`src/rtl/sorted_array_writer.sv`:
```
// sorted_array_writer
//   Insertion-sorts incoming values into a single-port RAM (2-cycle read latency)
//   so the binary searcher can read an ordered array. One value is accepted per
//   in_valid/in_ready handshake. Entries that belong after the new value are moved
//   up one slot, walking downward from the top of the array, and then the value is
//   written into the gap. Equal values stop the shift, so duplicates keep their
//   arrival order.
//
//   Configuration macro: SORTED_WRITER_DESCEND_EN
//     undefined : ascending order (entries greater than the new value shift up)
//     defined   : descending order (entries less than the new value shift up)
//
//   Ports
//     clk, reset          clock, synchronous active-high reset
//     in_valid/in_data    value offered for insertion
//     in_ready            high in IDLE when the array is not full
//     clear               empties the array (count <= 0); honoured in IDLE only
//     done                one-cycle pulse when an insertion completes
//     full, count         occupancy (count is 0..DEPTH)
//     mem_addr/mem_wren/mem_wdata/mem_rdata   search RAM port, owned while busy
module sorted_array_writer #(
  parameter int DATA_WIDTH = 8,
  parameter int ADDR_WIDTH = 5
) (
  input  logic                  clk,
  input  logic                  reset,
  input  logic                  in_valid,
  input  logic [DATA_WIDTH-1:0] in_data,
  output logic                  in_ready,
  input  logic                  clear,
  output logic                  done,
  output logic                  full,
  output logic [ADDR_WIDTH:0]   count,
  output logic [ADDR_WIDTH-1:0] mem_addr,
  output logic                  mem_wren,
  output logic [DATA_WIDTH-1:0] mem_wdata,
  input  logic [DATA_WIDTH-1:0] mem_rdata
);

  localparam logic [ADDR_WIDTH:0]   ONE     = {{ADDR_WIDTH{1'b0}}, 1'b1};
  localparam logic [ADDR_WIDTH:0]   DEPTH_C = {1'b1, {ADDR_WIDTH{1'b0}}};
  localparam logic [ADDR_WIDTH-1:0] A_ONE   = {{(ADDR_WIDTH-1){1'b0}}, 1'b1};

  typedef enum logic [2:0] {IDLE, CHECK, WAIT, DECIDE, FINISH} state_t;

  state_t                      ps_q, ps_d;
  logic signed [ADDR_WIDTH:0]  i_q, i_d;
  logic [DATA_WIDTH-1:0]       value_q, value_d;
  logic [ADDR_WIDTH:0]         count_q, count_d;
  logic                        done_q, done_d;
  logic                        wren_q, wren_d;
  logic [ADDR_WIDTH-1:0]       addr_q, addr_d;

  logic                        full_w;
  logic                        shift;
  logic [ADDR_WIDTH:0]         cnt_m1;
  logic signed [ADDR_WIDTH:0]  i_m1;
  logic [ADDR_WIDTH-1:0]       addr_p1;

  assign full_w  = (count_q == DEPTH_C);
  assign cnt_m1  = count_q - ONE;
  assign i_m1    = i_q - ONE;
  assign addr_p1 = i_q[ADDR_WIDTH-1:0] + A_ONE;

`ifdef SORTED_WRITER_DESCEND_EN
  assign shift = (mem_rdata < value_q);
`else
  assign shift = (mem_rdata > value_q);
`endif

  // RAM controls are registered, so each state decides the address/enable that
  // the *next* state presents. The write data alone stays combinational because
  // the DECIDE write carries either the just-read entry or the new value.
  always_comb begin
    ps_d    = ps_q;
    i_d     = i_q;
    value_d = value_q;
    count_d = count_q;
    done_d  = 1'b0;
    wren_d  = 1'b0;
    addr_d  = addr_q;
    case (ps_q)
      IDLE: begin
        if (clear) begin
          count_d = '0;
        end else if (in_valid && !full_w) begin
          value_d = in_data;
          i_d     = cnt_m1;
          ps_d    = CHECK;
          if (count_q == '0) begin
            addr_d = '0;
            wren_d = 1'b1;
          end else begin
            addr_d = cnt_m1[ADDR_WIDTH-1:0];
          end
        end
      end
      CHECK: begin
        if (i_q[ADDR_WIDTH]) begin
          count_d = count_q + ONE;
          done_d  = 1'b1;
          addr_d  = '0;
          ps_d    = FINISH;
        end else begin
          ps_d = WAIT;
        end
      end
      WAIT: begin
        addr_d = addr_p1;
        wren_d = 1'b1;
        ps_d   = DECIDE;
      end
      DECIDE: begin
        if (shift) begin
          i_d  = i_m1;
          ps_d = CHECK;
          if (i_m1[ADDR_WIDTH]) begin
            addr_d = '0;
            wren_d = 1'b1;
          end else begin
            addr_d = i_m1[ADDR_WIDTH-1:0];
          end
        end else begin
          count_d = count_q + ONE;
          done_d  = 1'b1;
          ps_d    = FINISH;
        end
      end
      FINISH: ps_d = IDLE;
      default: ps_d = IDLE;
    endcase
  end

  always_ff @(posedge clk) begin
    if (reset) begin
      ps_q    <= IDLE;
      i_q     <= '0;
      value_q <= '0;
      count_q <= '0;
      done_q  <= 1'b0;
      wren_q  <= 1'b0;
      addr_q  <= '0;
    end else begin
      ps_q    <= ps_d;
      i_q     <= i_d;
      value_q <= value_d;
      count_q <= count_d;
      done_q  <= done_d;
      wren_q  <= wren_d;
      addr_q  <= addr_d;
    end
  end

  assign in_ready  = (ps_q == IDLE) && !full_w;
  assign done      = done_q;
  assign full      = full_w;
  assign count     = count_q;
  assign mem_addr  = addr_q;
  assign mem_wren  = wren_q;
  assign mem_wdata = (ps_q == DECIDE && shift) ? mem_rdata : value_q;

endmodule

```
`config.mk`:
```
export PLATFORM = sky130hd
export DESIGN_NAME = sorted_array_writer
export DESIGN_NICKNAME = d
export VERILOG_FILES = /design/src/rtl/sorted_array_writer.sv
export SDC_FILE = /design/constraint.sdc
export NUM_CORES = 1
export LEC_CHECK = 0
export ABC_AREA = 1
export ABC_CLOCK_PERIOD_IN_PS = 3300
export BUFFER_PORTS_ARGS = -buffer_cell sky130_fd_sc_hd__buf_2
export CORE_MARGIN = 1.5
export CORE_UTILIZATION = 35
export DETAILED_ROUTE_END_ITERATION = 10
export HOLD_SLACK_MARGIN = 0.03
export PLACE_DENSITY = 0.56
export SLEW_MARGIN = 20
export SYNTH_ARGS = -nofsm -noshare
export SYNTH_HDL_FRONTEND = slang
export SYNTH_SLANG_ARGS = --single-unit
```
`constraint.sdc`:
```
create_clock -name clk -period 3.3 [get_ports clk]
set_input_delay 0.33 -clock clk [delete_from_list [all_inputs] [get_ports clk]]
set_output_delay 0.33 -clock clk [all_outputs]
set_load 0.01 [all_outputs]
```
Yosys cells after proc, flatten, opt, wreduce, memory -nomap -nowiden. Index checks and enable logic that the tools add are counted.

Register bits: 30. Latch bits: 0. RAM bits: 0. Bits in read-only memories: 0. Input bits: 20. Output and inout bits: 23. Word-level logic and storage cells: 67. Memories kept: 0.

$add $sub $neg: 4. Multipliers: 0. Divide/modulo/power cells: 0. $lt $le $gt $ge: 1. Equality and inequality tests: 10. Shift-type cells: 0. Multiplexer cells: 30. Bitwise operators: 1. Reductions and logical operators: 14.

Operators by type and width (number): two-way mux 6 bit (6); two-way mux 5 bit (6); case mux 5 bit (4 select lines) (1); case mux 6 bit (3 select lines) (1); two-way mux 3 bit (4); inequality test 2 bit (second input constant) (6); case mux 3 bit (4 select lines) (1); case mux 6 bit (2 select lines) (1); subtractor 6 x 1 -> 6 bit (second input constant) (2); > comparator 8 bit (1); two-way mux 8 bit (1); AND reduction 4 bit (2); two-way mux 1 bit (7); adder 6 x 1 -> 6 bit (second input constant) (1); equality test 3 x 2 -> 1 bit (second input constant) (2); equality test 6 bit (second input constant) (1); logical NOT 6 bit (1); adder 5 x 1 -> 5 bit (second input constant) (1); AND reduction 5 bit (1); nonzero test 4 bit (1); equality test 3 x 1 -> 1 bit (second input constant) (1); logical AND 1 bit (3); logical NOT 3 bit (1); case mux 1 bit (3 select lines) (1); other kinds (7) (7).

Logic depth before layout (Yosys ltp).
Word-level depth: 6. Mapped depth: 15. Depth with buffers taken out: 15.

Worst setup path after synthesis. Ideal clock, no wire load.

Path type: reg2out. From: reg value_q[7]. To: out mem_wdata[1]. Data arrival time: 1.629 ns. Data required time: 2.970 ns. Setup slack: 1.341 ns. Cell stages (with the launch flop): 10. Buffers on the path: 1. Cells stage by stage: dfxtp_1 > inv_1 > ha_1 > nand2_1 > nor2_1 > nand4_1 > nand3_4 > inv_2 > buf_4 > o21ai_0.

Cells in the longest elaborated chain, start to end: 3.

RTL lines: from (decl) (RTL line 48) `logic [DATA_WIDTH-1:0] value_q, value_d;`; from (signal assigned) (RTL line 146) `value_q <= value_d;`; > comparator 8 bit (RTL line 68) `assign shift = (mem_rdata > value_q);`; logical AND 1 bit (RTL line 160) `assign mem_wdata = (ps_q == DECIDE && shift) ? mem_rdata : value_q;`; two-way mux 8 bit (RTL line 160); to (decl) (RTL line 36) `output logic [DATA_WIDTH-1:0] mem_wdata,`.

Every way passes these cells.

Final worst setup path.
From: reg value_q[7]. To: out mem_wdata[5].

The elaborated chain is that of the path after synthesis.

==> impl_metrics.env <==
export IMPL_synthCells=321
export IMPL_holdPathStages=3
export IMPL_synth_ff_latch_count=30
export IMPL_gr_total_overflow=0
export IMPL_diodes=0
export IMPL_p_leak_nw=1.18
export IMPL_worstPathMaxFanout=17
export IMPL_finalHoldViolCount=0
export IMPL_multiInputGateArea_mm2=0.00125
export IMPL_synthToLayoutAreaGrowth_pct=16.3
export IMPL_criticalPathCategory="reg2out"
export IMPL_synth_largest_area_cell="dfxtp_1"
export IMPL_critPathCaptureType="output pin"
export IMPL_rows=27
export IMPL_clockBufferDepth=2
export IMPL_synth_seq_area_share=0.293
export IMPL_fin_cells=433
export IMPL_final_cell_mix="77 x nand2_1, 46 x nor2_1, 42 x buf_2, 33 x inv_1, 33 x nand3_1"
export IMPL_drive_above_1_share=0.172
export IMPL_start_kind="register"
export IMPL_irDropWorstVdd_mv=0.371
export IMPL_synth_adder_area_share=0.0793
export IMPL_finalCritPeriodShare=0.745
export IMPL_wl_per_cell_um=11.8
export IMPL_final_nets=393
export IMPL_worst_slew_pin_slew_ns=0.783
export IMPL_mostFrequentLayoutCell="nand2_1"
export IMPL_fillers=616
export IMPL_reg2reg_depth=8
export IMPL_cts_buffers=5
export IMPL_placedCellCount=425
export IMPL_hold_path_class="in2reg"
export IMPL_ant_nets=0
export IMPL_critPathRequiredTime_ns=2.97
export IMPL_synth_edf_count=0
export IMPL_critPathMaxStageDelay_ns=0.31
export IMPL_area_sequential_um2=601
export IMPL_antenna_found_initial=0
export IMPL_cap_violations=0
export IMPL_report_final_slew_viol_count=0
export IMPL_synth_area_mm2=0.00205
export IMPL_yosys_area_share_simple=0.358
export IMPL_grt_max_degree=25
export IMPL_cp_cell_sequence="inv_1 -> ha_1 -> nand2_1 -> nor2_1 -> nand2_1 -> nand2_1 -> nand3_4 -> inv_2 -> nand2_1 -> o21ai_0 -> buf_2"
export IMPL_ys_types=29
export IMPL_clk_latency_ns=0.29
export IMPL_fin_worst_skew_ns=0.00496
export IMPL_min_period_ns=2.46
export IMPL_crit_path_frequent_cell="nand2_1"
export IMPL_synth_compound_gate_area_share=0.145
export IMPL_outcome="finished, final reports clean"
export IMPL_first_iter_violations=134
export IMPL_grt_pass1_wl_um=8630
export IMPL_gr_usage_all_layers=0.177
export IMPL_pre_cts_ws_ns=0.986
export IMPL_layout_setup_ws_ns=0.841
export IMPL_synth_area_leaders="dfxtp_1 29%, nand2_1 14%, nor2_1 8.4%"
export IMPL_finalSetupTns_ns=0
export IMPL_synthesis_nets=354
export IMPL_drt_first_pass_iters=4
export IMPL_htree_levels=2
export IMPL_post_cts_repair_setup_buffers=0
export IMPL_cts_clk_slew_worst_paths_ns=0.07
export IMPL_rr_startpoint="count[0]$_SDFFE_PP0P_"
export IMPL_synth_top_family_by_area="simple AND/OR/NAND/NOR gates"
export IMPL_maxSlewHeadroom=0.477
export IMPL_cts_resized=0
export IMPL_powerDensity_mw_per_mm2=913
export IMPL_synth_xor_area_share=0.0256
export IMPL_fmax_ghz=0.407
export IMPL_critPathArrivalTime_ns=2.13
export IMPL_dieHeight_um=79.5
export IMPL_worstHoldStart="in_data[0]"
export IMPL_io_pins=43
export IMPL_drt_total_wl_um=5110
export IMPL_tritoncts="built"
export IMPL_clkSinkCount=30
export IMPL_regToRegEndpoint="mem_wren$_SDFF_PP0_"
export IMPL_viasPerCell=4.74
export IMPL_cpMaxStageDelayCell="dfxtp_1"
export IMPL_synth_top_cell_area_share=0.293
export IMPL_rsz0062_at_grt="no"
export IMPL_cts_hold_buffers=0
export IMPL_vias=2054
export IMPL_initial_core_util=0.368
export IMPL_portBuffers=42
export IMPL_core_mm2=0.00557
export IMPL_synth_mux_area_frac=0
export IMPL_worstHoldEndpoint="value_q[0]$_SDFFE_PP0P_"
export IMPL_grt_pass1_vias=1937
export IMPL_drc=0
export IMPL_chipWidth_um=79.5
export IMPL_ys_warn_count=0
export IMPL_synth_ff_type="dfxtp_1"
export IMPL_cts_root_buf="clkbuf_8"
export IMPL_syn_area_per_cell_um2=6.39
export IMPL_final_setup_viol_count=0
export IMPL_rrSetupSlack_ns=0.96
export IMPL_die_area_mm2=0.00633
export IMPL_async_reset_ff_frac=0
export IMPL_hpwl_um=3800
export IMPL_routabilityCongestion=0.924
==> worst max path at each step <==
stage	startpoint	slack, ns	cells past startpoint	to
after floorplan	value_q[7]$_SDFFE_PP0P_	1.34	9	mem_wdata[1]
after global placement	count[0]$_SDFFE_PP0P_	1.06	8	mem_wren$_SDFF_PP0_
after detailed placement	count[0]$_SDFFE_PP0P_	0.99	8	mem_wren$_SDFF_PP0_
after CTS	value_q[7]$_SDFFE_PP0P_	0.82	9	mem_wdata[5]
after global routing	value_q[1]$_SDFFE_PP0P_	0.58	13	mem_wdata[6]
final	value_q[7]$_SDFFE_PP0P_	0.84	11	mem_wdata[5]
==> kinds of logic after synthesis <==
family	Yosys count
flops	30
xor+xnor	6
fa+ha+maj	13
compound gates	54
simple gates	170
buf+inv	48
==> routing by layer <==
| layer | vias up | share of wire | global-route usage |
|---|---|---|---|
| li1 | 1119 | - | - |
| met1 | 892 | 0.49 | 0.216 |
| met2 | 36 | 0.46 | 0.299 |
| met3 | 7 | 0.035 | 0.0309 |
| met4 | 0 | 0.016 | 0.0825 |
| met5 | - | 0 | 0 |
==> layout make-up <==
| class | instances | share of cell area |
|---|---|---|
| repair buffers | 42 | 0.0881 |
| clock inverters | 1 | 0.00210 |
| inverters | 38 | 0.0609 |
| clock buffers | 7 | 0.0362 |
| flip-flops and latches | 30 | 0.252 |
| well taps | 72 | 0.0378 |
| multi-input cells | 243 | 0.523 |
==> cells in the mapped netlist, types with 3 or more instances <==
master and count:
o21ai_0 21, dfxtp_1 30, a21oi_1 25, inv_2 4, ha_1 13, buf_4 4, o21bai_1 3, inv_1 33
nand4_1 5, xor2_1 4, nand3_1 33, or2_2 3, nand2_1 77, nor2_1 46, buf_2 3
==> registers in the layout, indices dropped and copies added (netlist names) <==
| signal | cells |
|---|---|
| ps_q | 3 |
| mem_wren | 1 |
| done | 1 |
| count | 6 |
| i_q | 6 |
| value_q | 8 |
| mem_addr | 5 |
==> power breakdown <==
| part | leakage (nW) | switching [W] | internal [W] |
|---|---|---|---|
| logic | 0.889 | 0.000782 | 0.000470 |
| registers | 0.246 | 0.000128 | 0.000481 |
| clock network | 0.0482 | 0.000147 | 0.000168 |
| total | 1.18 | 0.00106 | 0.00112 |
==> critical path, delay by kind of cell, from the launching register on <==
family                     cells  cell delay (ns)
buffers and inverters          3             0.45
AOI/OAI and AO/OA              1             0.08
adders and majority gates      1             0.29
and+or+nand+nor                6             0.70
DFF                            1             0.31
==> metrics by stage <==
step | util | area [um^2] | total power [W] | hold slack [ns]
after detailed placement | 0.411 | 2290 | 0.00187 | 0.460
after global placement | 0.411 | 2290 | 0.00187 | 0.461
after CTS | 0.428 | 2380 | 0.00219 | 0.321
after global routing | 0.428 | 2380 | 0.00242 | 0.330
final | 0.428 | 2380 | 0.00218 | 0.322
after floorplan | - | 2050 | 0.00154 | 0.441
No activity file was read; power rests on OpenSTA's default activity.
